File: src/rtl/operand_sequencer_if.sv
// ---------------------------------------------------------------------------
// operand_sequencer_if
//   Bundles the three handshakes of the operand sequencer:
//     request  : req_valid/req_ready plus the four operands A..D
//     capture  : capture/op/d_out towards the (A-B)+(C-D) compute unit,
//                cu_valid/cu_result back from it
//     response : rsp_valid/rsp_ready plus result and status flags, and busy
//   modport master : the sequencer itself
//   modport slave  : the environment (request source, compute unit, response sink)
// ---------------------------------------------------------------------------
interface operand_sequencer_if #(
  parameter int WIDTH = 8
);
  logic             req_valid;
  logic             req_ready;
  logic [WIDTH-1:0] req_a;
  logic [WIDTH-1:0] req_b;
  logic [WIDTH-1:0] req_c;
  logic [WIDTH-1:0] req_d;

  logic             capture;
  logic [1:0]       op;
  logic [WIDTH-1:0] d_out;
  logic             cu_valid;
  logic [WIDTH:0]   cu_result;

  logic             rsp_valid;
  logic             rsp_ready;
  logic [WIDTH:0]   rsp_result;
  logic             rsp_timeout;
  logic             rsp_mismatch;
  logic             busy;

  modport master (
    input  req_valid, req_a, req_b, req_c, req_d,
    output req_ready,
    output capture, op, d_out,
    input  cu_valid, cu_result,
    output rsp_valid, rsp_result, rsp_timeout, rsp_mismatch,
    input  rsp_ready,
    output busy
  );

  modport slave (
    output req_valid, req_a, req_b, req_c, req_d,
    input  req_ready,
    input  capture, op, d_out,
    output cu_valid, cu_result,
    input  rsp_valid, rsp_result, rsp_timeout, rsp_mismatch,
    output rsp_ready,
    input  busy
  );
endinterface

File: src/rtl/operand_sequencer.sv
// ---------------------------------------------------------------------------
// operand_sequencer
//   Initiator for the four-operand capture interface of the (A-B)+(C-D)
//   compute unit. Takes one request, strobes A, B, C, D into the unit on four
//   consecutive cycles, waits (bounded) for the unit's result pulse and hands
//   the result back with timeout / mismatch flags.
//
// Ports
//   i_clk  : clock, rising edge
//   i_rst  : asynchronous active-high reset; clears every register
//   bus    : operand_sequencer_if.master
//            req_*      request handshake, operands sampled on valid&&ready
//            capture/op/d_out  operand strobe towards the compute unit
//            cu_valid/cu_result result pulse from the compute unit
//            rsp_*      response handshake, held until rsp_ready
//            busy       high whenever the sequencer is not idle
//
// Every output is driven straight from a register.
// ---------------------------------------------------------------------------
module operand_sequencer #(
  parameter int WIDTH   = 8,
  parameter int TIMEOUT = 16
) (
  input  logic                i_clk,
  input  logic                i_rst,
  operand_sequencer_if.master bus
);

  // tcnt only has to reach TIMEOUT-1, so clog2(TIMEOUT) bits never wrap.
  localparam int                TW        = $clog2(TIMEOUT);
  localparam logic [TW-1:0]     TCNT_LAST = TW'(TIMEOUT - 1);

  localparam logic [1:0] ST_IDLE = 2'd0;
  localparam logic [1:0] ST_SEND = 2'd1;
  localparam logic [1:0] ST_WAIT = 2'd2;
  localparam logic [1:0] ST_RESP = 2'd3;

  logic [1:0]       r_state;
  logic [1:0]       r_idx;
  logic [TW-1:0]    r_tcnt;
  logic [WIDTH-1:0] r_opnd [4];
  logic [WIDTH:0]   r_exp;

  logic             r_req_ready;
  logic             r_capture;
  logic [1:0]       r_op;
  logic [WIDTH-1:0] r_d_out;
  logic             r_rsp_valid;
  logic [WIDTH:0]   r_rsp_result;
  logic             r_rsp_timeout;
  logic             r_rsp_mismatch;
  logic             r_busy;

  logic [1:0]       w_idx_nxt;
  logic             w_accept;

  // Each difference wraps to WIDTH bits; the sum keeps its carry in bit WIDTH.
  function automatic logic [WIDTH:0] f_expected(
    input logic [WIDTH-1:0] a,
    input logic [WIDTH-1:0] b,
    input logic [WIDTH-1:0] c,
    input logic [WIDTH-1:0] d
  );
    logic [WIDTH-1:0] ab;
    logic [WIDTH-1:0] cd;
    ab = a - b;
    cd = c - d;
    return {1'b0, ab} + {1'b0, cd};
  endfunction

  assign w_idx_nxt = r_idx + 2'd1;
  assign w_accept  = bus.req_valid && r_req_ready;

  always_ff @(posedge i_clk or posedge i_rst) begin
    if (i_rst) begin
      r_state        <= ST_IDLE;
      r_idx          <= 2'd0;
      r_tcnt         <= '0;
      for (int i = 0; i < 4; i++) r_opnd[i] <= '0;
      r_exp          <= '0;
      r_req_ready    <= 1'b1;
      r_capture      <= 1'b0;
      r_op           <= 2'd0;
      r_d_out        <= '0;
      r_rsp_valid    <= 1'b0;
      r_rsp_result   <= '0;
      r_rsp_timeout  <= 1'b0;
      r_rsp_mismatch <= 1'b0;
      r_busy         <= 1'b0;
    end else begin
      case (r_state)
        // ---- IDLE: take a request and present operand A on the next cycle
        ST_IDLE: begin
          if (w_accept) begin
            r_opnd[0]   <= bus.req_a;
            r_opnd[1]   <= bus.req_b;
            r_opnd[2]   <= bus.req_c;
            r_opnd[3]   <= bus.req_d;
            r_exp       <= f_expected(bus.req_a, bus.req_b, bus.req_c, bus.req_d);
            r_idx       <= 2'd0;
            r_state     <= ST_SEND;
            r_req_ready <= 1'b0;
            r_busy      <= 1'b1;
            r_capture   <= 1'b1;
            r_op        <= 2'd0;
            r_d_out     <= bus.req_a;
          end
        end

        // ---- SEND: one strobe per operand, back to back
        ST_SEND: begin
          if (r_idx == 2'd3) begin
            r_state   <= ST_WAIT;
            r_tcnt    <= '0;
            r_capture <= 1'b0;
            r_op      <= 2'd0;
            r_d_out   <= '0;
          end else begin
            r_idx   <= w_idx_nxt;
            r_op    <= w_idx_nxt;
            r_d_out <= r_opnd[w_idx_nxt];
          end
        end

        // ---- WAIT: result pulse has priority over the final timeout cycle
        ST_WAIT: begin
          if (bus.cu_valid) begin
            r_state        <= ST_RESP;
            r_rsp_valid    <= 1'b1;
            r_rsp_result   <= bus.cu_result;
            r_rsp_timeout  <= 1'b0;
            r_rsp_mismatch <= (bus.cu_result != r_exp);
          end else if (r_tcnt == TCNT_LAST) begin
            r_state        <= ST_RESP;
            r_rsp_valid    <= 1'b1;
            r_rsp_result   <= '0;
            r_rsp_timeout  <= 1'b1;
            r_rsp_mismatch <= 1'b0;
          end else begin
            r_tcnt <= r_tcnt + 1'b1;
          end
        end

        // ---- RESP: hold the response; req_ready returns only after the handshake
        ST_RESP: begin
          if (bus.rsp_ready) begin
            r_state        <= ST_IDLE;
            r_rsp_valid    <= 1'b0;
            r_rsp_result   <= '0;
            r_rsp_timeout  <= 1'b0;
            r_rsp_mismatch <= 1'b0;
            r_req_ready    <= 1'b1;
            r_busy         <= 1'b0;
          end
        end

        default: begin
          r_state     <= ST_IDLE;
          r_req_ready <= 1'b1;
          r_busy      <= 1'b0;
        end
      endcase
    end
  end

  assign bus.req_ready    = r_req_ready;
  assign bus.capture      = r_capture;
  assign bus.op           = r_op;
  assign bus.d_out        = r_d_out;
  assign bus.rsp_valid    = r_rsp_valid;
  assign bus.rsp_result   = r_rsp_result;
  assign bus.rsp_timeout  = r_rsp_timeout;
  assign bus.rsp_mismatch = r_rsp_mismatch;
  assign bus.busy         = r_busy;

endmodule

File: src/flat_wrapper.sv
// flat-port wrapper written by rule: the top's interface ports become plain ports
module operand_sequencer_flat 
#(
  parameter int WIDTH   = 8,
  parameter int TIMEOUT = 16
)
  (i_clk, i_rst, bus_req_valid, bus_req_a, bus_req_b, bus_req_c, bus_req_d, bus_req_ready, bus_capture, bus_op, bus_d_out, bus_cu_valid, bus_cu_result, bus_rsp_valid, bus_rsp_result, bus_rsp_timeout, bus_rsp_mismatch, bus_rsp_ready, bus_busy);
  operand_sequencer_if #(.WIDTH(WIDTH)) bus_i ();
  input  logic i_clk;
  input  logic i_rst;
  input wire logic [$bits(bus_i.req_valid)-1:0] bus_req_valid;
  input wire logic [$bits(bus_i.req_a)-1:0] bus_req_a;
  input wire logic [$bits(bus_i.req_b)-1:0] bus_req_b;
  input wire logic [$bits(bus_i.req_c)-1:0] bus_req_c;
  input wire logic [$bits(bus_i.req_d)-1:0] bus_req_d;
  output wire logic [$bits(bus_i.req_ready)-1:0] bus_req_ready;
  output wire logic [$bits(bus_i.capture)-1:0] bus_capture;
  output wire logic [$bits(bus_i.op)-1:0] bus_op;
  output wire logic [$bits(bus_i.d_out)-1:0] bus_d_out;
  input wire logic [$bits(bus_i.cu_valid)-1:0] bus_cu_valid;
  input wire logic [$bits(bus_i.cu_result)-1:0] bus_cu_result;
  output wire logic [$bits(bus_i.rsp_valid)-1:0] bus_rsp_valid;
  output wire logic [$bits(bus_i.rsp_result)-1:0] bus_rsp_result;
  output wire logic [$bits(bus_i.rsp_timeout)-1:0] bus_rsp_timeout;
  output wire logic [$bits(bus_i.rsp_mismatch)-1:0] bus_rsp_mismatch;
  input wire logic [$bits(bus_i.rsp_ready)-1:0] bus_rsp_ready;
  output wire logic [$bits(bus_i.busy)-1:0] bus_busy;
  assign bus_i.req_valid = bus_req_valid;
  assign bus_i.req_a = bus_req_a;
  assign bus_i.req_b = bus_req_b;
  assign bus_i.req_c = bus_req_c;
  assign bus_i.req_d = bus_req_d;
  assign bus_req_ready = bus_i.req_ready;
  assign bus_capture = bus_i.capture;
  assign bus_op = bus_i.op;
  assign bus_d_out = bus_i.d_out;
  assign bus_i.cu_valid = bus_cu_valid;
  assign bus_i.cu_result = bus_cu_result;
  assign bus_rsp_valid = bus_i.rsp_valid;
  assign bus_rsp_result = bus_i.rsp_result;
  assign bus_rsp_timeout = bus_i.rsp_timeout;
  assign bus_rsp_mismatch = bus_i.rsp_mismatch;
  assign bus_i.rsp_ready = bus_rsp_ready;
  assign bus_busy = bus_i.busy;
  operand_sequencer #(.WIDTH(WIDTH), .TIMEOUT(TIMEOUT)) u_core (.i_clk(i_clk), .i_rst(i_rst), .bus(bus_i));
endmodule
File: config.mk
export PLATFORM = sky130hd
export DESIGN_NAME = operand_sequencer_flat
export DESIGN_NICKNAME = d
export VERILOG_FILES = /design/src/rtl/operand_sequencer_if.sv /design/src/rtl/operand_sequencer.sv /design/src/flat_wrapper.sv
export SDC_FILE = /design/constraint.sdc
export NUM_CORES = 1
export LEC_CHECK = 0
export ABC_AREA = 1
export BUFFER_PORTS_ARGS = -buffer_cell sky130_fd_sc_hd__buf_2
export CAP_MARGIN = 30
export CORE_AREA = 5 5 114 116
export CTS_BUF_LIST = sky130_fd_sc_hd__clkbuf_8
export DETAILED_ROUTE_END_ITERATION = 10
export DIE_AREA = 0 0 119 121
export SLEW_MARGIN = 10
export SYNTH_ARGS = -nofsm -noshare
export SYNTH_HDL_FRONTEND = slang
export SYNTH_SLANG_ARGS = --single-unit
File: constraint.sdc
create_clock -name i_clk -period 3.8 [get_ports i_clk]
set_clock_uncertainty 0.15 [all_clocks]
set_input_delay 0.57 -clock i_clk [delete_from_list [all_inputs] [get_ports i_clk]]
set_output_delay 0.57 -clock i_clk [all_outputs]
set_load 0.05 [all_outputs]
; ---- Word level (Yosys, flattened, before mapping)
; Index checks and enable logic that the tools add are counted.
[word_totals]
reg_bits = 74
word_cells = 92
[classes]
magnitude_cmp = 1
n_mux = 41
n_reduce_logical = 14
n_addsub = 5
bitwise = 1
eq_ne = 13
[op_table]
columns = cell, n
row1 = 8-bit 2-to-1 mux, 4
row2 = 9-bit 2-to-1 mux, 3
row3 = 9-bit case mux with 2 select lines, 1
row4 = 8-bit binary-select mux with 2-bit select, 1
row5 = 2-bit 2-to-1 mux, 8
row6 = 8-bit case mux with 2 select lines, 1
row7 = 8-bit subtractor, 2
row8 = 4-bit 2-to-1 mux, 3
row9 = 1-bit case mux with 2 select lines, 6
row10 = 3-bit AND reduction, 4
row11 = 1-bit 2-to-1 mux, 10
row12 = 8-bit by 8-bit adder with 9-bit output, 1
row13 = 9-bit != test, 1
row14 = "2-bit != test, second input constant", 4
row15 = 2-bit case mux with 2 select lines, 2
row16 = 2-bit case mux with 4 select lines, 1
row17 = 4-bit case mux with 2 select lines, 1
row18 = 4-bit AND reduction, 2
row19 = 2-bit nonzero test, 4
row20 = "2-bit equality test, second input constant", 3
row21 = "4-bit by 1-bit adder with 4-bit output, second input constant", 1
row22 = "4-bit equality test, second input constant", 1
row23 = "2-bit by 1-bit != test with 1-bit output, second input constant", 2
row24 = 2-bit AND reduction, 2
row25 = other kinds (7), 7

; ---- Longest topological paths before layout
; Gate-level depths: netlist of the first run.
[logic_depth]
ltp_word = 7
depth_mapped = 15

; ---- Worst setup path before layout of the first run
; OpenSTA, ideal clock, no wires.
[synth_path]
kind = input to register
startpoint = input bus_req_c[0]
endpoint = register u_core.r_exp[7]
path_buffers = 0
t_arrival_ns = 2.368
setup_slack_ns = 1.165
stages = 14
setup_ns = 0.117
path_cell_list = inv_1 -> ha_1 -> inv_1 -> fa_1 -> a31oi_1 -> xor2_1 -> inv_1 -> ha_1 -> nand2_1 -> nand2_1 -> a21oi_1 -> nand3_1 -> nand3_1 -> nand2_1
[synth_via]
elab_chain_cells = 2
[synth_lines]
columns = item, line
row1 = start: declaration, flat_wrapper.sv:14  ; input wire logic [$bits(bus_i.req_c)-1:0] bus_req_c;
row2 = 8-bit subtractor, operand_sequencer.sv:67  ; cd = c - d;
row3 = 8-bit by 8-bit adder with 9-bit output, operand_sequencer.sv:68  ; return {1'b0, ab} + {1'b0, cd};
row4 = end signal: assignment, operand_sequencer.sv:99  ; r_exp <= f_expected(bus.req_a, bus.req_b, bus.req_c, bus.req_d);
row5 = end: declaration, operand_sequencer.sv:42  ; logic [WIDTH:0] r_exp;
; Every way passes these cells.
; A chain may end at the register's enable or synchronous reset.

; ---- Worst setup path in the final report of the first run
[layout_path]
startpoint = input bus_req_a[0]
endpoint = register u_core.r_exp[7]
[layout_via]
elab_chain_cells = 2
[layout_lines]
columns = item, line
row1 = start: declaration, flat_wrapper.sv:12  ; input wire logic [$bits(bus_i.req_a)-1:0] bus_req_a;
row2 = 8-bit subtractor, operand_sequencer.sv:66  ; ab = a - b;
row3 = 8-bit by 8-bit adder with 9-bit output, operand_sequencer.sv:68
; Every way passes these cells.

==> results of run 1 <==
cell usage after synthesis, types with 2 or more instances:
master / count / area share
a21boi_0: 3 / 0.0051
a21o_1: 2 / 0.0034
a21oi_1: 33 / 0.038
a31oi_1: 2 / 0.0028
buf_2: 10 / 0.011
buf_4: 2 / 0.0034
clkbuf_1: 3 / 0.0026
dfrtp_1: 73 / 0.42
fa_1: 3 / 0.014
ha_1: 28 / 0.080
inv_1: 73 / 0.062
inv_2: 2 / 0.0017
nand2_1: 184 / 0.16
nand2_2: 2 / 0.0028
nand3_1: 21 / 0.024
nand3_2: 2 / 0.0046
nand3b_1: 3 / 0.0051
nand4_1: 3 / 0.0043
nor2_1: 29 / 0.025
o211ai_1: 5 / 0.0085
o21ai_0: 51 / 0.058
o21ai_1: 5 / 0.0057
o31ai_1: 2 / 0.0034
or2_2: 3 / 0.0043
xnor2_1: 8 / 0.016
xor2_1: 13 / 0.026
critical path: stages:
cell and delay (ps):
buf_2 110, inv_1 60, ha_1 140, inv_1 70, fa_1 430, a31oi_1 200, xor2_1 170, inv_1 70
ha_1 350, nand2_1 90, nor2_1 130, nand3_1 100, nand2_1 80, nand2_1 40, nand3_1 60, nand2_1 60
worst max path at each step:
| stage | start | to | slack [ps] | depth (start not counted) |
|---|---|---|---|---|
| after floorplan | bus_req_c[0] | u_core.r_exp[7] | 1170 | 14 |
| after global placement | bus_req_a[0] | u_core.r_exp[7] | 860 | 15 |
| after detailed placement | bus_req_a[0] | u_core.r_exp[7] | 820 | 16 |
| after CTS | bus_req_a[0] | u_core.r_exp[7] | 1220 | 16 |
| after global routing | bus_req_c[0] | u_core.r_exp[7] | 920 | 16 |
| final | bus_req_a[0] | u_core.r_exp[7] | 1190 | 16 |
cell usage in the layout (no fill, tap or decap), drive strengths merged:
cell type	count
fa	3
dfrtp	73
nand2	186
clkbuf	10
a21boi	3
buf	75
inv	76
nand4	3
o211ai	5
or2	4
o21a	1
a21o	2
a211oi	1
nand3b	3
bufinv	2
a31oi	2
clkinv	2
nand3	23
dfstp	1
xnor2	8
xor2	13
o21ai	57
o31ai	2
a21oi	33
nor2	29
ha	28
sequential cells by signal, indices dropped and copies added, names as in the netlist, 2 cells and up:
signal and count:
u_core.bus.d_out 8, u_core.bus.op 2, u_core.bus.rsp_result 9, u_core.r_exp 9, u_core.r_idx 2, u_core.r_opnd 32, u_core.r_state 2, u_core.r_tcnt 4
cell families after synthesis:
family,Yosys count,share of synthesized area
fa+ha+maj,31,0.0934
simple gates,248,0.228
buf+inv,92,0.0848
compound gates,106,0.130
xor+xnor,21,0.0418
flops,74,0.422
metal layers:
metal | global-route usage | wire length, um | vias up
met2 | 0.245 | 4700 | 77
met4 | 0.0688 | 215 | 0
li1 | - | - | 1956
met1 | 0.219 | 5480 | 1741
met5 | 0 | 0 | -
met3 | 0.0373 | 486 | 16
report_power, final:
| group | total, uW | leakage [uW] | internal, uW | switching [uW] |
|---|---|---|---|---|
| logic | 1920 | 0.00175 | 594 | 1330 |
| clock network | 679 | 0.000109 | 377 | 302 |
| registers | 1330 | 0.000922 | 1140 | 185 |
area by class of cell:
class,count,area [um^2],share of cell area
tap,147,184,0.0359
multi-input combinational,406,2170,0.424
sequential,74,1850,0.362
inverter,76,285,0.0557
clock inverter,4,68.8,0.0134
timing repair buffer,75,420,0.0821
clock buffer,10,138,0.0269
through the flow:
step	cell area [um^2]	power, uW	instances	hold WS [ps]	utilization
final	5120	3930	792	189	0.433
after global routing	5120	4280	792	264	0.433
after CTS	5120	3970	792	207	0.433
after detailed placement	4910	3280	778	307	0.416
after global placement	4880	3230	777	307	0.414
after floorplan	4400	2820	572	294	-
==> flow_summary.toml, run 1 <==
[clock_network]
clockBufferDepth = 2
clock_sinks = 74
worstSkewPairLatency_ps = 370
root_buffer = "clkbuf_8"
cts-hold-fix-buffers = 0
cts_made_buffers = 9
postCtsSetupBuffers = 0
clk_pin_slew_worst_paths_ps = 80
h-tree-depth = 3
post_cts_resized = 0
cts_tree = "built"

[global_route]
grt_use_total = 0.161
antenna_found_initial = 0
grt_pass1_wl_mm = 18.6
grt_pass1_vias = 3848
grt_max_degree = 51
grt_remaining_overflow = 0

[timing]
final_hold_viol_count = 0
period_needed_ps = 2610
fin_crit_sh = 0.687
relSlewSlack = 0.486
finalMaxSlewViolations = 0
setup_viol_count_final = 0
worst_slack_ps = 1190
worst_pin_slew_ps = 770
finalSetupTns_ps = 0
grt_setup_unrepaired = "no"
fmax_ghz = 0.383

[setup_path]
worst-setup-path-type = "in -> reg"
reg2reg_from = "u_core.r_state[0]"
startpoint_type = "input pin"
cp.arrival_ps = 2720
crit_required_ps = 3910
reg2reg_slack_ps = 1530
path_max_fanout = 4
end_kind = "flop"
timing.rr.end = "u_core.bus.d_out[2]"
r2r_cells = 8

[power_and_ir_drop]
powerDensity_mw_per_mm2 = 768
peakVddDrop_mv = 0.301
leakagePower_uw = 0.00278

[place]
dpl_worst_slack_ps = 820
place_congestion = 0.865
place.port_buffers = 70
hpwl_mm = 8.35

[logic_synthesis]
ys.warnings.count = 0
postSynthAreaPerCell_um2 = 7.68
synth_ff_type = "dfrtp_1"
ys_ff_latch = 74
synth_cell_types = 33
ys_seq_area_frac = 0.422
syn_inst = 572
synthesis.nets = 649
ys_async_sr_fraction = 1.00
synth_area_mm2 = 0.00440
synth_edf_count = 0

[floorplanning]
dieArea_mm2 = 0.0144
die_x_um = 119
pin_count = 71
rows = 40
core_area_mm2 = 0.0118
die_h_um = 121
start_util = 0.372

[finish]
fillers = 1223
antenna_cells = 0
post_route_cells_drive_above_1_share = 0.155
area_delta_synth_final_pct = 16.5
final_nets = 719

[route]
routed_via_density = 4.79
drc = 0
wl_mm = 10.9
drt_iter0_drc = 190
ant_nets = 0
drtPass1Iterations = 5
post_drt_wl_per_cell_um = 13.7
vias = 3790

[job]
drv_cap = 0

[status]
status = "complete, no violations"

[worst_hold_path]
hp-class = "in -> async"
Note: power is estimated with default switching activity, not from simulation.
==> run 2: changes to the inputs <==
ABC_AREA = 0   (was 1)
CORE_AREA = 5 5 112 114   (was 5 5 114 116)
DIE_AREA = 0 0 117 119   (was 0 0 119 121)
clock period = 2.48 ns   (was 3.8 ns; I/O delays follow)
==> run 2 against run 1 <==
Die area decreased by 3.3%. Via count fell by 7.2%. Clock power grew 55%. Power up 56%. Clock-buffer cell count stayed put. Sequential share of layout area shrank 1.5 points. Wire length decreased by 3.8%. Critical path type unchanged.
==> flow_summary.toml, run 2 <==
[status]
status = "complete, no violations"

[timing]
setup_viol_count_final = 0
worst_pin_slew_ps = 869
fmax_ghz = 0.415
finalMaxSlewViolations = 0
finalSetupTns_ps = 0
timing.hold.ws_ps = 76.1
fin_crit_sh = 0.971
worst_slack_ps = 71.6
grt_setup_unrepaired = "yes"
relSlewSlack = 0.418
final_hold_viol_count = 0
period_needed_ps = 2410

[job]
drv_cap = 0

[route]
drtPass1Iterations = 4
vias = 3517
wl_mm = 10.5
routed_via_density = 4.99
drt_iter0_drc = 209
drc = 0
post_drt_wl_per_cell_um = 14.8
ant_nets = 0

[floorplanning]
die_h_um = 119
die_x_um = 117
rows = 39
start_util = 0.374
dieArea_mm2 = 0.0139
core_area_mm2 = 0.0113
pin_count = 71

[setup_path]
crit_required_ps = 2620
worst-setup-path-type = "in -> reg"
path_max_fanout = 4
cp.arrival_ps = 2550
startpoint_type = "input pin"
end_kind = "flop"

[logic_synthesis]
synth_area_mm2 = 0.00423
synth.mux.area_fraction = 0.0526
synth_top_area_cell = "dfrtp_1"
ys_seq_area_frac = 0.438
synthesis.nets = 526
synth.most_common_cell = "nand2_1"
ys_async_sr_fraction = 1.00
ys_ff_latch = 74
synth_cell_types = 46
synth_compound_area_frac = 0.162
synth_xor_area_frac = 0.0517
yosys.area_share.simple = 0.156
synth_ff_type = "dfrtp_1"
synth_top_area_frac = 0.432
postSynthAreaPerCell_um2 = 9.42
synthTopCellsByCount = "nand2_1 (108), dfrtp_1 (73), o21ai_0 (43)"
ys.warnings.count = 0
syn_inst = 449
synth_top_cells_by_area = "dfrtp_1 (43%), nand2_1 (9.6%), ha_1 (8.3%)"
synth_adder_area_share = 0.0970
synth_top_family_by_area = "compound AO/OA/AOI/OAI gates"
synth_edf_count = 0

[place]
place_congestion = 0.818
hpwl_mm = 7.91
postPlaceCellArea_mm2 = 0.00499
dpl_worst_slack_ps = -433
place.port_buffers = 70

[finish]
area_delta_synth_final_pct = 26.3
antenna_cells = 0
post_route_cells_drive_above_1_share = 0.294
layout_commonest_cell = "nand2_1"
largest_reg_flops = 32
fillers = 1120
top_register = "u_core.r_opnd"
final_nets = 634
final_util = 0.472
multi_input_area_mm2 = 0.00228
layout_common_cells = "nand2_1 (108), dfrtp_1 (73), buf_2 (68)"
final-seq-area_mm2 = 0.00185
final_area_mm2 = 0.00535

[clock_network]
root_buffer = "clkbuf_8"
cts_tree = "built"
clock_sinks = 74
h-tree-depth = 3
clk_pin_slew_worst_paths_ps = 80
cts_made_buffers = 9
worstSkewPairLatency_ps = 360
clockBufferDepth = 2

[global_route]
grt_pass1_wl_mm = 17.0
grt_use_total = 0.155
antenna_found_initial = 0
grt_pass1_vias = 3509
grt_remaining_overflow = 0
grt_max_degree = 41

[power_and_ir_drop]
peakVddDrop_mv = 0.403
leakagePower_uw = 0.00268
powerDensity_mw_per_mm2 = 1140

[worst_hold_path]
hp-class = "in -> reg"
run 2: changes by cell type in the layout (fill, tap and decap cells not counted), moves of 11 or more:
cell	before	now
a22o_1	0	13
buf_4	3	42
inv_1	73	21
nand3_1	21	4
nand2_1	184	108
nor2_1	29	17
o21ai_0	51	40
a21oi_1	33	12
run 2: cells by family after synthesis:
kind of cell,after synthesis
flops,74
mux,12
xor+xnor,25
fa+ha+maj,31
compound gates,108
buf+inv,45
simple gates,154
run 2: worst max-delay path, cell delays in order:
cell	delay [ps]
buf_2	100
inv_2	80
ha_1	220
nor2b_1	140
o2111ai_1	190
nand3_1	170
o21a_1	230
xnor2_1	120
ha_1	320
or4_1	520
nand3_1	80
run 2: worst paths after layout:
kind | startpoint | end | depth (start not counted) | slack (ps)
min in group asynchronous | i_rst | u_core.r_tcnt[2] | 3 | 410
setup / recovery | bus_req_d[1] | u_core.r_exp[7] | 11 | 70
max in group asynchronous | i_rst | u_core.bus.req_ready | 4 | 1170
hold reg to reg | u_core.r_opnd[12] | u_core.r_opnd[12] | 2 | 330
hold / removal | bus_req_c[2] | u_core.r_opnd[10] | 3 | 80
setup reg to reg | u_core.r_state[0] | u_core.bus.rsp_result[4] | 4 | 370
run 2: what timing repair did:
item,4_1_cts,5_1_grt
resized for setup,1,23
pin swaps,3,9
setup buffers,2,4
endpoints found under the setup margin,1,5
hold buffers,1,0
hold endpoints to repair,17,0
run 2: report_power, final:
group	leakage, uW	switching [uW]	internal (uW)	total [uW]
clock network	0.000113	463	587	1050
logic	0.00162	1860	1180	3040
registers	0.000946	307	1730	2030
run 2: final cells by class:
type / count / share of cell area
sequential: 74 / 0.347
inverter: 28 / 0.0206
timing repair buffer: 114 / 0.132
multi-input combinational: 330 / 0.426
clock buffer: 10 / 0.0257
tap: 143 / 0.0335
clock inverter: 6 / 0.0152
run 2: metrics by stage:
stage / power (uW) / std cells
floorplan: 4220 / 449
global placement: 4950 / 682
detailed placement: 5040 / 682
CTS: 6130 / 701
global route: 6570 / 705
finish: 6120 / 705
run 2: layer usage:
| metal | routed length [um] | part of all wire | vias up | global-route usage |
|---|---|---|---|---|
| met5 | 0 | 0 | - | 0 |
| met3 | 493 | 0.047 | 9 | 0.0385 |
| met2 | 5230 | 0.50 | 59 | 0.252 |
| met4 | 134 | 0.013 | 0 | 0.0437 |
| li1 | - | - | 1763 | - |
| met1 | 4600 | 0.44 | 1686 | 0.203 |
==> run 3: changes to the inputs <==
CORE_AREA = 5 5 116 118   (was 5 5 112 114)
DIE_AREA = 0 0 121 123   (was 0 0 117 119)
==> run 3 against run 2 <==
Non-clock buffer count shrank 4. Hold slack better by 2.4 ps. Sequential power hardly changed. Via count increased by 0.80%. Core utilization is 4.5 points lower. Final cell count up 3.4%. Register-to-register slack barely moved. Clock power is 19% lower. Die area rose by 6.9%. Worst setup slack lost 61 ps. Critical endpoint unchanged. Highest routed layer unchanged.
==> flow_summary.toml, run 3 (same netlist as run 2, synthesis figures left out) <==
[status]
status = "complete, no violations"

[route]
routed_via_density = 4.86
wl_mm = 10.4
drtPass1Iterations = 4
ant_nets = 0
vias = 3545
drc = 0
post_drt_wl_per_cell_um = 14.2
drt_iter0_drc = 202

[place]
dpl_worst_slack_ps = -401
place_congestion = 0.784
place.port_buffers = 70
hpwl_mm = 7.89

[floorplanning]
pin_count = 71
die_h_um = 123
dieArea_mm2 = 0.0149
start_util = 0.342
rows = 41
die_x_um = 121
core_area_mm2 = 0.0124

[timing]
fmax_ghz = 0.405
worst_pin_slew_ps = 806
final_hold_viol_count = 0
setup_viol_count_final = 0
fin_crit_sh = 0.996
finalMaxSlewViolations = 0
period_needed_ps = 2470
grt_setup_unrepaired = "yes"
relSlewSlack = 0.460
finalSetupTns_ps = 0
worst_slack_ps = 10.1

[global_route]
antenna_found_initial = 0
grt_remaining_overflow = 0
grt_pass1_vias = 3547
grt_use_total = 0.144
grt_pass1_wl_mm = 17.0
grt_max_degree = 53

[job]
drv_cap = 0

[setup_path]
end_kind = "flop"
critPathMaxStageDelay_ps = 390
cp.arrival_ps = 2620
crit_required_ps = 2630
startpoint_type = "input pin"
path_max_fanout = 3
critPathSlowestCell = "or4_1"
path_cells = "buf_2 > inv_2 > ha_2 > inv_1 > fa_2 > a21o_1 > a21oi_2 > o21bai_1 > a21oi_1 > xnor2_1 > ha_1 > o21ai_2 > or4_1 > nand3_1"
worst-setup-path-type = "in -> reg"

[clock_network]
clk_pin_slew_worst_paths_ps = 80
worstSkewPairLatency_ps = 360
cts_made_buffers = 9
clockBufferDepth = 2
root_buffer = "clkbuf_8"
clock_sinks = 74
cts_tree = "built"
h-tree-depth = 3

[finish]
antenna_cells = 0
layout_common_cells = "nand2_1 (108), dfrtp_1 (73), buf_2 (69)"
post_route_cells_drive_above_1_share = 0.282
area_delta_synth_final_pct = 24.8
final_nets = 630
final_util = 0.427
largest_reg_flops = 32
layout_commonest_cell = "nand2_1"
top_register = "u_core.r_opnd"

[worst_hold_path]
hp-class = "in -> reg"

[power_and_ir_drop]
leakagePower_uw = 0.00265
peakVddDrop_mv = 0.362
powerDensity_mw_per_mm2 = 1110
run 3: changes by cell type in the layout (fill, tap and decap cells not counted), sizes merged:
cell,change
buf,-4
bufinv,-2
clkbuf,+1
clkinv,+1
clkinvlp,-1
run 3: final timing paths:
check / cells after the start / from / slack (ps) / end
setup / recovery: 14 / bus_req_c[0] / 10 / u_core.r_exp[7]
hold / removal: 3 / bus_req_c[2] / 80 / u_core.r_opnd[10]
setup reg to reg: 7 / u_core.r_state[1] / 370 / u_core.r_tcnt[0]
hold reg to reg: 2 / u_core.r_opnd[13] / 320 / u_core.r_opnd[13]
max in group asynchronous: 4 / i_rst / 1100 / u_core.r_opnd[1]
min in group asynchronous: 3 / i_rst / 430 / u_core.bus.rsp_valid
run 3: metrics by stage:
step                cells  hold WS [ps]  power [uW]  cell area, um^2
floorplan             449           290        4220             4250
global placement      710           274        4930             5020
detailed placement    710           280        5010             5020
CTS                   728          57.1        5900             5220
global route          729          64.9        6330             5280
finish                729          78.5        5880             5280
run 3: final cells by class:
type | count | area [um^2]
clock inverters | 4 | 18.8
well taps | 172 | 215
clock buffers | 11 | 151
repair buffers | 110 | 676
fillers | 1264 | 7080
multi-input cells | 330 | 2260
flip-flops and latches | 74 | 1850
inverters | 28 | 108
run 3: where the power goes:
group | internal [uW] | switching, uW
Combinational | 1160 | 1850
Clock | 404 | 444
Sequential | 1730 | 304
Total | 3290 | 2600
run 3: critical path, delay by kind of cell:
kind	cells	cell delay, ps
XOR/XNOR	1	90
AND/OR/NAND/NOR	2	460
AO/OA/AOI/OAI	5	650
buffers and inverters	3	200
adder cells (fa/ha/maj)	3	840
run 3: per-layer routing:
metal / vias to the layer above / global-route usage / wire length (um) / part of all wire
li1: 1745 / - / - / -
met1: 1715 / 0.182 / 4630 / 0.45
met2: 72 / 0.238 / 5070 / 0.49
met3: 13 / 0.0398 / 461 / 0.044
met4: 0 / 0.0482 / 197 / 0.019
met5: - / 0 / 0 / 0
run 3: what timing repair did:
item                                    in CTS  in global routing
hold buffers                                 1                  0
endpoints found under the setup margin       1                  5
pin swaps                                    4                 15
resized for setup                            3                 17
hold endpoints to repair                    21                  0
setup buffers                                2                  1
